$ cat src/rtl/alu_divider.sv
// alu_divider: multi-cycle restoring shift-subtract divider for the LEGv8
// datapath. Handles OPDIV, OPDIVU, OPREM and OPREMU; one quotient bit per
// cycle, MSB first, followed by a sign-fix cycle.
// Optional feature: define DIV_EARLY_OUT_EN to finish divide-by-zero, signed
// overflow and |iA| < |iB| requests on the accepting edge without iterating.
// The OP* parameters must match the codes in Parametros.v.
module alu_divider #(
   parameter int         WIDTH  = 64,
   parameter int         CNTW   = 6,
   parameter logic [4:0] OPDIV  = 5'b01010,
   parameter logic [4:0] OPDIVU = 5'b01011,
   parameter logic [4:0] OPREM  = 5'b01100,
   parameter logic [4:0] OPREMU = 5'b01101
) (
   input  logic             iCLK,
   input  logic             iRST,
   input  logic             iStart,
   input  logic [4:0]       iALUControl,
   input  logic [WIDTH-1:0] iA,
   input  logic [WIDTH-1:0] iB,
   output logic [WIDTH-1:0] oResult,
   output logic             oBusy,
   output logic             oDone,
   output logic             oDivZero
);

   typedef enum logic [1:0] {IDLE, CALC, FIX, DONE} state_t;

   state_t           state_q, state_d;
   logic [CNTW-1:0]  cnt_q, cnt_d;
   logic [WIDTH-1:0] quo_q, quo_d;      // dividend shifting out, quotient shifting in
   logic [WIDTH-1:0] rem_q, rem_d;      // partial remainder
   logic [WIDTH-1:0] dvs_q, dvs_d;      // divisor magnitude
   logic [WIDTH-1:0] a_q, a_d;          // raw dividend, the remainder on divide-by-zero
   logic [WIDTH-1:0] result_q, result_d;
   logic             qneg_q, qneg_d, rneg_q, rneg_d;
   logic             is_rem_q, is_rem_d, dz_q, dz_d;
   logic             busy_q, busy_d, done_q, done_d, divzero_q, divzero_d;

   logic             is_div_op, accept, op_signed, op_rem, early;
   logic [WIDTH-1:0] mag_a, mag_b, trial, q_fix, r_fix;
   logic             ge;

   // Decode the request and form operand magnitudes for signed ops
   always_comb begin
      is_div_op = (iALUControl == OPDIV)  || (iALUControl == OPDIVU) ||
                  (iALUControl == OPREM)  || (iALUControl == OPREMU);
      accept    = iStart && is_div_op && ((state_q == IDLE) || (state_q == DONE));
      op_signed = (iALUControl == OPDIV) || (iALUControl == OPREM);
      op_rem    = (iALUControl == OPREM) || (iALUControl == OPREMU);
      mag_a     = (op_signed && iA[WIDTH-1]) ? -iA : iA;
      mag_b     = (op_signed && iB[WIDTH-1]) ? -iB : iB;
   end

`ifdef DIV_EARLY_OUT_EN
   logic             ovf_case, zero_case, small_case;
   logic [WIDTH-1:0] early_res;

   // Detect requests whose result is known without iterating
   always_comb begin
      zero_case  = (iB == '0);
      ovf_case   = op_signed && (iA == {1'b1, {(WIDTH-1){1'b0}}}) && (iB == '1);
      small_case = (mag_a < mag_b);
      early      = zero_case || ovf_case || small_case;
      if (zero_case)     early_res = op_rem ? iA : '1;
      else if (ovf_case) early_res = op_rem ? '0 : iA;
      else               early_res = op_rem ? iA : '0;
   end
`else
   assign early = 1'b0;
`endif

   // One restoring step; the carry bit covers partial remainders wider than WIDTH
   always_comb begin
      trial = {rem_q[WIDTH-2:0], quo_q[WIDTH-1]};
      ge    = rem_q[WIDTH-1] || (trial >= dvs_q);
      q_fix = qneg_q ? -quo_q : quo_q;
      r_fix = rneg_q ? -rem_q : rem_q;
   end

   // Next-state logic
   always_comb begin
      state_d = state_q;
      case (state_q)
         IDLE, DONE: state_d = accept ? (early ? DONE : CALC) : IDLE;
         CALC:       if (cnt_q == '0) state_d = FIX;
         FIX:        state_d = DONE;
         default:    state_d = IDLE;
      endcase
   end

   // Datapath and registered-output next values
   always_comb begin
      // NOTE: every variable gets a default first so no path leaves it unassigned (no latch).
      cnt_d     = cnt_q;
      quo_d     = quo_q;
      rem_d     = rem_q;
      dvs_d     = dvs_q;
      a_d       = a_q;
      qneg_d    = qneg_q;
      rneg_d    = rneg_q;
      is_rem_d  = is_rem_q;
      dz_d      = dz_q;
      result_d  = result_q;
      divzero_d = divzero_q;
      busy_d    = (state_d == CALC) || (state_d == FIX);
      done_d    = (state_d == DONE);
      if (accept) begin
         cnt_d    = CNTW'(WIDTH-1);
         quo_d    = mag_a;
         rem_d    = '0;
         dvs_d    = mag_b;
         a_d      = iA;
         qneg_d   = op_signed && (iA[WIDTH-1] ^ iB[WIDTH-1]);
         rneg_d   = op_signed && iA[WIDTH-1];
         is_rem_d = op_rem;
         dz_d     = (iB == '0);
`ifdef DIV_EARLY_OUT_EN
         if (early) begin
            result_d  = early_res;
            divzero_d = zero_case;
         end
`endif
      end else begin
         case (state_q)
            CALC: begin
               rem_d = ge ? (trial - dvs_q) : trial;
               quo_d = {quo_q[WIDTH-2:0], ge};
               cnt_d = cnt_q - CNTW'(1);
            end
            FIX: begin
               if (dz_q) result_d = is_rem_q ? a_q : '1;
               else      result_d = is_rem_q ? r_fix : q_fix;
               divzero_d = dz_q;
            end
            default: ;
         endcase
      end
   end

   // State and datapath registers; reset aborts any operation in flight
   always_ff @(posedge iCLK or posedge iRST) begin
      if (iRST) begin
         state_q   <= IDLE;
         cnt_q     <= '0;
         quo_q     <= '0;
         rem_q     <= '0;
         dvs_q     <= '0;
         a_q       <= '0;
         qneg_q    <= 1'b0;
         rneg_q    <= 1'b0;
         is_rem_q  <= 1'b0;
         dz_q      <= 1'b0;
         result_q  <= '0;
         busy_q    <= 1'b0;
         done_q    <= 1'b0;
         divzero_q <= 1'b0;
      end else begin
         // NOTE: non-blocking so every register samples pre-edge values together.
         state_q   <= state_d;
         cnt_q     <= cnt_d;
         quo_q     <= quo_d;
         rem_q     <= rem_d;
         dvs_q     <= dvs_d;
         a_q       <= a_d;
         qneg_q    <= qneg_d;
         rneg_q    <= rneg_d;
         is_rem_q  <= is_rem_d;
         dz_q      <= dz_d;
         result_q  <= result_d;
         busy_q    <= busy_d;
         done_q    <= done_d;
         divzero_q <= divzero_d;
      end
   end

   assign oResult  = result_q;
   assign oBusy    = busy_q;
   assign oDone    = done_q;
   assign oDivZero = divzero_q;

endmodule

$ cat config.mk
export PLATFORM = sky130hd
export DESIGN_NAME = alu_divider
export DESIGN_NICKNAME = d
export VERILOG_FILES = /design/src/rtl/alu_divider.sv
export SDC_FILE = /design/constraint.sdc
export NUM_CORES = 1
export LEC_CHECK = 0
export BUFFER_PORTS_ARGS = -buffer_cell sky130_fd_sc_hd__buf_2
export CAP_MARGIN = 10
export CELL_PAD_IN_SITES_DETAIL_PLACEMENT = 1
export CELL_PAD_IN_SITES_GLOBAL_PLACEMENT = 1
export CORE_ASPECT_RATIO = 1.4
export CORE_UTILIZATION = 40
export DETAILED_ROUTE_END_ITERATION = 10
export PLACE_DENSITY = 0.8
export SYNTH_ARGS = -nofsm -noshare
export SYNTH_HDL_FRONTEND = slang
export SYNTH_SLANG_ARGS = --single-unit
$ cat constraint.sdc
create_clock -name iCLK -period 21.4 [get_ports iCLK]
set_input_delay 1.07 -clock iCLK [delete_from_list [all_inputs] [get_ports iCLK]]
set_output_delay 1.07 -clock iCLK [all_outputs]
set_load 0.02 [all_outputs]
==> results of run 1 <==
[routing by layer]
layer	up-vias	global-route usage, %	part of all wire, %	wire (um)
li1	10790	-	-	-
met1	11460	35.54	43	37510
met2	525	48.93	50	43260
met3	133	2.674	3.9	3412
met4	0	10.06	3.2	2775
met5	-	0	0	0
[cell families (layout without fill, tap and decap cells)]
| logic type | count (synthesis) | in the layout | synth area share, % |
|---|---|---|---|
| and+or+nand+nor | 1006 | 1006 | 19.11 |
| AOI/OAI and AO/OA | 840 | 840 | 21.20 |
| DFF | 335 | 335 | 34.30 |
| buffers and inverters | 324 | 431 | 4.981 |
| xor gates and xnor gates | 301 | 301 | 10.79 |
| muxes | 138 | 138 | 5.852 |
| adders and majority gates | 73 | 73 | 3.768 |
| other | 0 | 1 | 0 |
[flip-flops by register name, indices dropped and copies added (netlist names)]
name	flops
dvs_q	64
is_rem_q	1
qneg_q	1
oBusy	1
dz_q	1
oDone	1
state_q	2
oResult	64
rem_q	64
rneg_q	1
cnt_q	6
a_q	64
oDivZero	1
quo_q	64
[worst max-delay path by stage]
stage | from | cells past startpoint | end
3_5_place_dp | rem_q[24] | 13 | rem_q[25]
4_1_cts | rem_q[24] | 13 | rem_q[25]
2_1_floorplan | iRST | 1 | a_q[0]
3_3_place_gp | rem_q[24] | 13 | rem_q[15]
6_report | rem_q[24] | 13 | rem_q[25]
5_1_grt | rem_q[24] | 13 | rem_q[25]
[placed cells by master (no fill, tap or decap), types with 15 or more instances in the layout]
cell type / synthesis / routed
o211ai_1: 27 / 27
ha_1: 72 / 70
o41ai_1: 20 / 20
mux2i_1: 99 / 99
o31ai_1: 54 / 54
a211oi_1: 36 / 36
nand2b_1: 26 / 26
nand3_1: 34 / 33
and3_1: 16 / 15
or3_1: 35 / 35
o22ai_1: 26 / 26
o21ai_0: 293 / 293
xor2_1: 137 / 137
nor3_1: 48 / 48
nand4_1: 27 / 27
nor2b_1: 29 / 29
a21oi_1: 190 / 190
nor2_1: 187 / 187
a22oi_1: 18 / 18
nor4_1: 27 / 27
buf_4: 0 / 27
inv_1: 133 / 132
xnor2_1: 164 / 164
buf_2: 1 / 202
clkbuf_16: 0 / 37
o311ai_0: 18 / 18
a31oi_1: 35 / 35
or4_1: 32 / 32
nand2_1: 482 / 482
mux2_2: 39 / 39
dfrtp_1: 335 / 333
a21o_1: 36 / 36
[tightest hold or removal path, stage by stage (launching register included)]
cell	delay, ns
dfrtp_1	0.34
nand2_1	0.05
nand2_1	0.06
[stage by stage]
stage / setup WS (ns) / total power (uW)
floorplan: 11.05 / 675.5
global placement: 16.09 / 709.8
detailed placement: 16.12 / 712.2
CTS: 16.11 / 1373
global route: 15.68 / 1399
finish: 15.98 / 1361
[area by class of cell]
cell class | instances | area share [%]
Timing Repair Buffer | 229 | 4.455
Sequential cell | 335 | 30.78
Clock buffer | 53 | 3.877
Inverter | 135 | 1.888
Tap cell | 810 | 3.721
Antenna cell | 1 | 0.009187
Clock inverter | 14 | 0.5466
Multi-Input combinational cell | 2358 | 54.72
[power by group through the flow]
stage / registers, uW / logic (uW) / clock network [uW]
finish: 633 / 66.8 / 661
global route: 633 / 73.8 / 692
CTS: 633 / 67.6 / 672
detailed placement: 645 / 67.2 / 0
global placement: 645 / 64.8 / 0
floorplan: 645 / 30.1 / 0
==> run_results.csv, run 1 <==
group,metric,value,unit
finish,post-route-util,45.34,%
detailed_routing,drt_drc_violations_left,0,
floorplanning,initial_core_util,40.68,%
detailed_routing,drt_iter0_drc,1457,
pwr,leakagePower,0.01135,uW
placement,placed_cells,3867,
hold_path,hp-class,"flop to flop",
worst_setup_path,critPathBufInv,2,
clocking,cts_setup_buffers,0,
worst_setup_path,rr_endpoint,"rem_q[25]",
global_routing,grt_pass1_vias,24040,
synthesis,synth_area,0.02444,sq mm
floorplanning,die_w,210.9,um
worst_setup_path,cp.arrival,5.83,ns
floorplanning,die_area,0.06211,sq mm
clocking,cts_resized,0,
floorplanning,ios,203,
detailed_routing,ant_nets,0,
global_routing,grt_antenna_before_repair,1,
worst_setup_path,worstPathCellList,"ha_1, a21oi_1, o21ai_0, a2111oi_0, o21ai_0, nor3_1, o21bai_1, a41oi_4, buf_4, buf_4, mux2_2, mux2i_1, nor2_1",
global_routing,grt_max_degree,113,
worst_setup_path,rrSetupSlack,15.98,ns
detailed_routing,vias_per_cell,5.821,
synthesis,syn_avg_cell_area,8.101,sq um
clocking,clkTransAtPathRegs,0.07,ns
worst_setup_path,cp-start-kind,"flop",
worst_setup_path,crit_slowest_cell,"a2111oi_0",
finish,multi_input_comb_area,0.01491,sq mm
worst_setup_path,endpoint_kind,"flop",
timing,rsz0062_at_grt,"no",
timing,fin_crit,5.417,ns
finish,seq_area,0.008386,sq mm
timing,max_freq,184.6,MHz
synthesis,yosys.area.top_type,"dfrtp_1",
clocking,ctsRootBufferMaster,"clkbuf_16",
worst_setup_path,path_max_fanout,82,
pwr,power_density,49.95,mW/mm^2
worst_setup_path,required,21.82,ns
timing,clock_skew,0.02364,ns
finish,syn2layout_area_growth,11.46,%
timing,setup-violations-final,0,
placement,gp_congestion,0.9453,
timing,setup_tns,0,ns
timing,min_period_over_period,25.31,%
synthesis,ys_top_cells_by_count,"482 x nand2_1, 335 x dfrtp_1, 293 x o21ai_0",
worst_setup_path,r2r_start,"rem_q[24]",
worst_setup_path,crit_family,"compound AO/OA/AOI/OAI gates",
worst_setup_path,critical_path_class,"flop to flop",
hold_path,hp-start,"a_q[34]",
synthesis,async_flop_share,100.0,%
clocking,htreeDepth,2,
clocking,clock-sinks,335,
synthesis,synth-seq-area-share,34.30,%
floorplanning,core_area,0.06008,sq mm
finish,layout.cells.non_filler,3935,
global_routing,overflow,0,
synthesis,synth_cells,3017,
placement,io_buffers,202,
status,status,"complete, no violations",
run,maxCapViolations,0,
synthesis,synth-seq-cells,335,
synthesis,synth_top_area_share,34.30,%
detailed_routing,wirelength,86960,um
pwr,clkPwrFrac,48.5,%
placement,dpl.hpwl,64860,um
clocking,cts_made_buffers,37,
finish,nNetsFinal,3305,
global_routing,grt_pass1_wl,137000,um
finish,nFillCells,7294,
finish,drive_above_1_share,11.75,%
hold_path,worstHoldEndpoint,"a_q[34]",
hold_path,min_delay_path_depth,2,
pwr,power_frac_comb,4.9,%
timing,finalHoldViolations,0,
pwr,swShare,24.65,%
worst_setup_path,ff2ff_path_depth,13,
synthesis,ys.flop_type,"dfrtp_1",
timing,whs,0.4751,ns
synthesis,synthMostInstantiatedCell,"nand2_1",
global_routing,gr-usage-all-layers,27.94,%
pwr,pwr-share-seq,46.5,%
pwr,power_switching,335.3,uW
synthesis,synthTopCellsByArea,"dfrtp_1 34%, nand2_1 7.4%, o21ai_0 6.0%, xnor2_1 5.9%, xor2_1 4.9%",
clocking,clk_latency,0.58,ns
synthesis,syn_nets,3226,
synthesis,yosysWarnings,0,
clocking,cts_tree,"done",
finish,stdcell_area,0.02724,sq mm
floorplanning,num_rows,106,
detailed_routing,vias,22900,
synthesis,synth_edf_count,0,
floorplanning,die_h,294.5,um
detailed_routing,first_pass_iters,5,
clocking,clock_path_buffers,3,
pwr,vdd_drop_max,43.23,uV
synthesis,synth_cell_types,82,
timing,max_slew.worst_pin.slew,1.134,ns
clocking,cts_hold_buf,0,
timing,relSlewSlack,22.46,%
worst_setup_path,slowest_delay,0.97,ns
pwr,p_int,1025,uW
detailed_routing,drt-wirelength-per-cell,22.10,um
placement,dpl_cell_area,0.02603,sq mm
timing,slew_viol_final,0,
No activity file was read; power rests on OpenSTA's default activity.
==> run 2: changes to the inputs <==
--- a/config.mk
+++ b/config.mk
@@ -12,7 +12,7 @@
 export CORE_ASPECT_RATIO = 1.4
 export CORE_UTILIZATION = 40
 export DETAILED_ROUTE_END_ITERATION = 10
-export PLACE_DENSITY = 0.8
+export PLACE_DENSITY = 0.83
 export SYNTH_ARGS = -nofsm -noshare
 export SYNTH_HDL_FRONTEND = slang
 export SYNTH_SLANG_ARGS = --single-unit
==> constraint.sdc (replaced) <==
create_clock -name iCLK -period 4.45 [get_ports iCLK]
set_input_delay 0.2225 -clock iCLK [delete_from_list [all_inputs] [get_ports iCLK]]
set_output_delay 0.2225 -clock iCLK [all_outputs]
set_load 0.02 [all_outputs]
==> run_results.csv, run 2 (synthesis results as in run 1) <==
group,metric,value,unit
timing,whs,0.01748,ns
detailed_routing,first_pass_iters,5,
finish,post-route-util,47.19,%
finish,mostFrequentLayoutCell,"nand2_1",
pwr,power_density,237.5,mW/mm^2
clocking,cts_tree,"done",
detailed_routing,drt_drc_violations_left,0,
hold_path,hp-start,"iB[61]",
timing,finalHoldViolations,0,
clocking,cts_made_buffers,37,
status,status,"complete, no violations",
floorplanning,die_h,294.5,um
global_routing,overflow,0,
global_routing,grt_pass1_wl,138300,um
finish,final_cell_mix,"482 x nand2_1, 332 x dfrtp_1, 293 x o21ai_0, 202 x buf_2, 190 x a21oi_1",
worst_setup_path,cp.arrival,4.56,ns
clocking,cts_resized,0,
detailed_routing,vias,23550,
finish,seq_area,0.008387,sq mm
worst_setup_path,critical_path_class,"flop to flop",
timing,setup-violations-final,0,
placement,placed_cells,3890,
worst_setup_path,required,4.93,ns
timing,relSlewSlack,15.74,%
detailed_routing,wirelength,87210,um
timing,slew_viol_final,0,
placement,gp_congestion,0.9247,
floorplanning,die_w,210.9,um
pwr,vdd_drop_max,202.6,uV
clocking,clk_latency,0.56,ns
finish,nNetsFinal,3403,
run,maxCapViolations,0,
floorplanning,core_area,0.06008,sq mm
worst_setup_path,cp-start-kind,"flop",
clocking,cts_hold_buf,75,
clocking,clkTransAtPathRegs,0.07,ns
global_routing,grt_antenna_before_repair,3,
detailed_routing,drt-wirelength-per-cell,21.62,um
timing,clock_skew,0.02918,ns
floorplanning,num_rows,106,
detailed_routing,vias_per_cell,5.837,
clocking,ctsRootBufferMaster,"clkbuf_16",
pwr,leakagePower,0.01184,uW
worst_setup_path,rr_endpoint,"rem_q[57]",
worst_setup_path,rrSetupSlack,0.37,ns
worst_setup_path,ff2ff_path_depth,12,
floorplanning,initial_core_util,40.68,%
detailed_routing,drt_iter0_drc,1344,
worst_setup_path,endpoint_kind,"flop",
finish,multi_input_comb_area,0.01490,sq mm
placement,dpl.hpwl,62400,um
finish,nFillCells,7244,
timing,max_slew.worst_pin.slew,1.248,ns
timing,max_freq,244.9,MHz
timing,fin_crit,4.083,ns
finish,stdcell_area,0.02835,sq mm
clocking,clock_path_buffers,3,
hold_path,worstHoldEndpoint,"dvs_q[61]",
global_routing,grt_max_degree,140,
global_routing,gr-usage-all-layers,28.01,%
clocking,cts_setup_buffers,0,
hold_path,min_delay_path_depth,3,
timing,min_period_over_period,91.75,%
placement,dpl_cell_area,0.02632,sq mm
clocking,htreeDepth,2,
finish,drive_above_1_share,12.29,%
finish,syn2layout_area_growth,16.02,%
placement,io_buffers,202,
timing,rsz0062_at_grt,"no",
detailed_routing,ant_nets,0,
worst_setup_path,path_max_fanout,34,
floorplanning,ios,203,
finish,layout.cells.non_filler,4034,
clocking,clock-sinks,335,
worst_setup_path,r2r_start,"rem_q[15]",
global_routing,grt_pass1_vias,24900,
floorplanning,die_area,0.06211,sq mm
hold_path,hp-class,"input port to flop",
pwr,power,6734,uW
## run 2: changes by cell type in the layout (fill, tap and decap cells not counted), sizes merged
cell,change
buf,+23
diode,+1
clkbuf,-2
clkinvlp,+4
clkinv,-3
dlygate4sd3,+75
bufinv,+1
## run 2: area by class of cell
type | count | share of cell area (%)
Multi-Input combinational cell | 2358 | 52.55
Timing Repair Buffer | 327 | 7.978
Sequential cell | 335 | 29.58
Clock inverter | 16 | 0.6178
Antenna cell | 2 | 0.01765
Tap cell | 810 | 3.574
Clock buffer | 51 | 3.883
Inverter | 135 | 1.800
## run 2: critical path, stage by stage (launching register included)
cell	delay [ns]
dfrtp_1	0.44
ha_1	0.47
nand4_1	0.23
or4_1	0.61
or4_1	0.56
o21ai_0	0.12
nor3_1	0.07
o21bai_1	0.30
a41oi_4	0.24
buf_12	0.24
nor2_1	0.36
o311ai_0	0.22
o22ai_1	0.15
## run 2: per-layer routing
layer	routed length (um)	GRT usage, %
met3	3682	2.941
met5	0	0
met4	4157	13.38
met2	42750	48.92
met1	36620	34.31
## run 2: how the worst max path moves through the flow
stage / from / endpoint / slack, ns / cells after the start
after floorplan: iRST / a_q[0] / -0.25 / 1
after global placement: rem_q[15] / rem_q[57] / 0.41 / 12
after detailed placement: rem_q[15] / rem_q[57] / 0.38 / 12
after CTS: rem_q[15] / rem_q[57] / 0.39 / 12
after global routing: rem_q[15] / rem_q[57] / 0.06 / 12
final: rem_q[15] / rem_q[57] / 0.37 / 12
## run 2: through the flow
step           worst slack (ns)  setup TNS, ns
2_1_floorplan           -0.2491         -83.45
5_1_grt                 0.06140              0
4_1_cts                  0.3941              0
3_5_place_dp             0.3815              0
6_report                 0.3671              0
3_3_place_gp             0.4140              0
## run 2: power breakdown
part / switching, uW / leakage [uW] / total (uW) / internal (uW)
sequential: 0 / 0.00413 / 3040 / 3040
combinational: 224 / 0.00708 / 376 / 152
clock: 1400 / 0.000624 / 3310 / 1920
total: 1620 / 0.0118 / 6730 / 5110
==> run 3: changes to the inputs <==
==> constraint.sdc (replaced) <==
create_clock -name iCLK -period 4.45 [get_ports iCLK]
set_input_delay 1.1125 -clock iCLK [delete_from_list [all_inputs] [get_ports iCLK]]
set_output_delay 1.1125 -clock iCLK [all_outputs]
set_load 0.02 [all_outputs]
==> run_results.csv, run 3 (synthesis results as in run 1) <==
group,metric,value,unit
finish,final_cell_mix,"482 x nand2_1, 332 x dfrtp_1, 293 x o21ai_0, 202 x buf_2, 190 x a21oi_1",
timing,setup-violations-final,0,
finish,nFillCells,7319,
timing,rsz0062_at_grt,"no",
detailed_routing,wirelength,84480,um
worst_setup_path,required,4.92,ns
timing,max_slew.worst_pin.slew,1.183,ns
floorplanning,die_h,294.5,um
placement,post-place-ws,0.06537,ns
clocking,ctsRootBufferMaster,"clkbuf_16",
global_routing,grt_pass1_vias,24320,
clocking,cts_tree,"done",
floorplanning,num_rows,106,
detailed_routing,vias_per_cell,5.748,
detailed_routing,vias,23030,
detailed_routing,drt-wirelength-per-cell,21.08,um
worst_setup_path,worstPathCellList,"ha_1, a21oi_1, o21ai_0, or3_1, nor3_1, buf_4, nor3_1, a211oi_1, o22ai_1, buf_4, or4_1, a41o_1, a31oi_1",
placement,dpl_cell_area,0.02664,sq mm
clocking,clk_latency,0.55,ns
pwr,clkPwrFrac,49.2,%
pwr,leakagePower,0.01172,uW
clocking,clock-sinks,335,
timing,slew_viol_final,0,
worst_setup_path,path_max_fanout,7,
global_routing,grt_pass1_wl,134300,um
finish,layout.cells.non_filler,4007,
clocking,cts_setup_buffers,0,
floorplanning,die_area,0.06211,sq mm
worst_setup_path,cp.arrival,4.48,ns
detailed_routing,ant_nets,0,
clocking,cts_resized,0,
clocking,cts_made_buffers,37,
run,maxCapViolations,0,
placement,gp_congestion,0.9322,
timing,relSlewSlack,21.07,%
timing,min_period_over_period,90.12,%
pwr,power_switching,1587,uW
worst_setup_path,crit_family,"compound AO/OA/AOI/OAI gates",
detailed_routing,first_pass_iters,5,
finish,syn2layout_area_growth,14.21,%
clocking,cts_hold_buf,0,
pwr,p_int,5073,uW
timing,clock_skew,0.02093,ns
timing,finalHoldViolations,0,
status,status,"complete, no violations",
worst_setup_path,crit_slowest_cell,"or4_1",
placement,io_buffers,202,
pwr,pwr-share-seq,45.7,%
clocking,htreeDepth,2,
placement,dpl.hpwl,63420,um
finish,stdcell_area,0.02791,sq mm
pwr,power_frac_comb,5.1,%
finish,nNetsFinal,3374,
floorplanning,die_w,210.9,um
floorplanning,initial_core_util,40.68,%
timing,max_freq,249.4,MHz
clocking,clock_path_buffers,3,
clocking,clkTransAtPathRegs,0.06,ns
pwr,vdd_drop_max,245.4,uV
worst_setup_path,critical_path_class,"flop to flop",
finish,drive_above_1_share,13.72,%
pwr,swShare,23.83,%
timing,fin_crit,4.010,ns
finish,mostFrequentLayoutCell,"nand2_1",
placement,placed_cells,3936,
global_routing,grt_max_degree,136,
worst_setup_path,critPathBufInv,2,
floorplanning,core_area,0.06008,sq mm
floorplanning,ios,203,
global_routing,gr-usage-all-layers,27.24,%
hold_path,hp-class,"flop to flop",
timing,setup_ws,0.4399,ns
detailed_routing,drt_drc_violations_left,0,
worst_setup_path,endpoint_kind,"flop",
pwr,power_density,238.6,mW/mm^2
worst_setup_path,cp-start-kind,"flop",
global_routing,grt_antenna_before_repair,5,
global_routing,overflow,0,
worst_setup_path,slowest_delay,0.49,ns
detailed_routing,drt_iter0_drc,1244,
==> run 3: changes by cell type in the layout (fill, tap and decap cells not counted), sizes merged <==
cell,change
dlygate4sd3,-75
buf,+46
diode,+3
bufinv,+1
clkbuf,-1
clkinv,-1
clkinvlp,+1
inv,-1
==> run 3: metal layers <==
metal / up-vias / GRT usage [%] / part of all wire (%)
li1: 10930 / - / -
met1: 11360 / 34.16 / 43
met2: 580 / 47.48 / 49
met3: 162 / 2.621 / 4.0
met4: 0 / 11.47 / 4.0
met5: - / 0 / 0
==> run 3: power groups by stage <==
stage	Sequential [uW]	Clock [uW]	Combinational, uW
6_report	3050	3280	337
5_1_grt	3040	3430	371
4_1_cts	3040	3330	340
3_5_place_dp	3100	0	338
3_3_place_gp	3100	0	332
2_1_floorplan	3100	0	145
==> run 3: path summary, 6_finish.rpt <==
check / slack [ns] / cells past startpoint / from / to
max: 0.44 / 13 / rem_q[11] / rem_q[49]
min: 0.47 / 2 / a_q[28] / a_q[28]
max reg2reg: 0.44 / 13 / rem_q[11] / rem_q[49]
min reg2reg: 0.47 / 2 / a_q[28] / a_q[28]
max in group asynchronous: 2.81 / 3 / iRST / qneg_q
min in group asynchronous: 0.73 / 2 / iRST / a_q[58]
==> run 3: per-stage QoR <==
step	TNS (ns)	hold WS, ns	power, uW	util [%]
global route	0	0.4916	6845	46.46
global placement	0	0.4527	3434	44.35
detailed placement	0	0.4602	3440	44.35
floorplan	-381.60	0.4390	3249	-
finish	0	0.4734	6659	46.46
CTS	0	0.4775	6718	46.44
==> run 3: final cells by class <==
| class | count | area, sq um | share of cell area [%] |
|---|---|---|---|
| clock inverter | 16 | 200.2 | 0.7172 |
| tap | 810 | 1013 | 3.631 |
| sequential | 335 | 8387 | 30.05 |
| inverter | 135 | 510.5 | 1.829 |
| antenna | 5 | 12.51 | 0.04482 |
| multi-input combinational | 2358 | 14900 | 53.38 |
| timing repair buffer | 298 | 1832 | 6.562 |
| clock buffer | 50 | 1057 | 3.788 |
==> run 3: worst reg2reg max path, cell delays in order (launching register included) <==
cell      delay (ns)
dfrtp_1         0.48
ha_1            0.45
a21oi_1         0.28
o21ai_0         0.21
or3_1           0.40
nor3_1          0.25
buf_4           0.19
nor3_1          0.05
a211oi_1        0.43
o22ai_1         0.13
buf_4           0.20
or4_1           0.49
a41o_1          0.23
a31oi_1         0.15
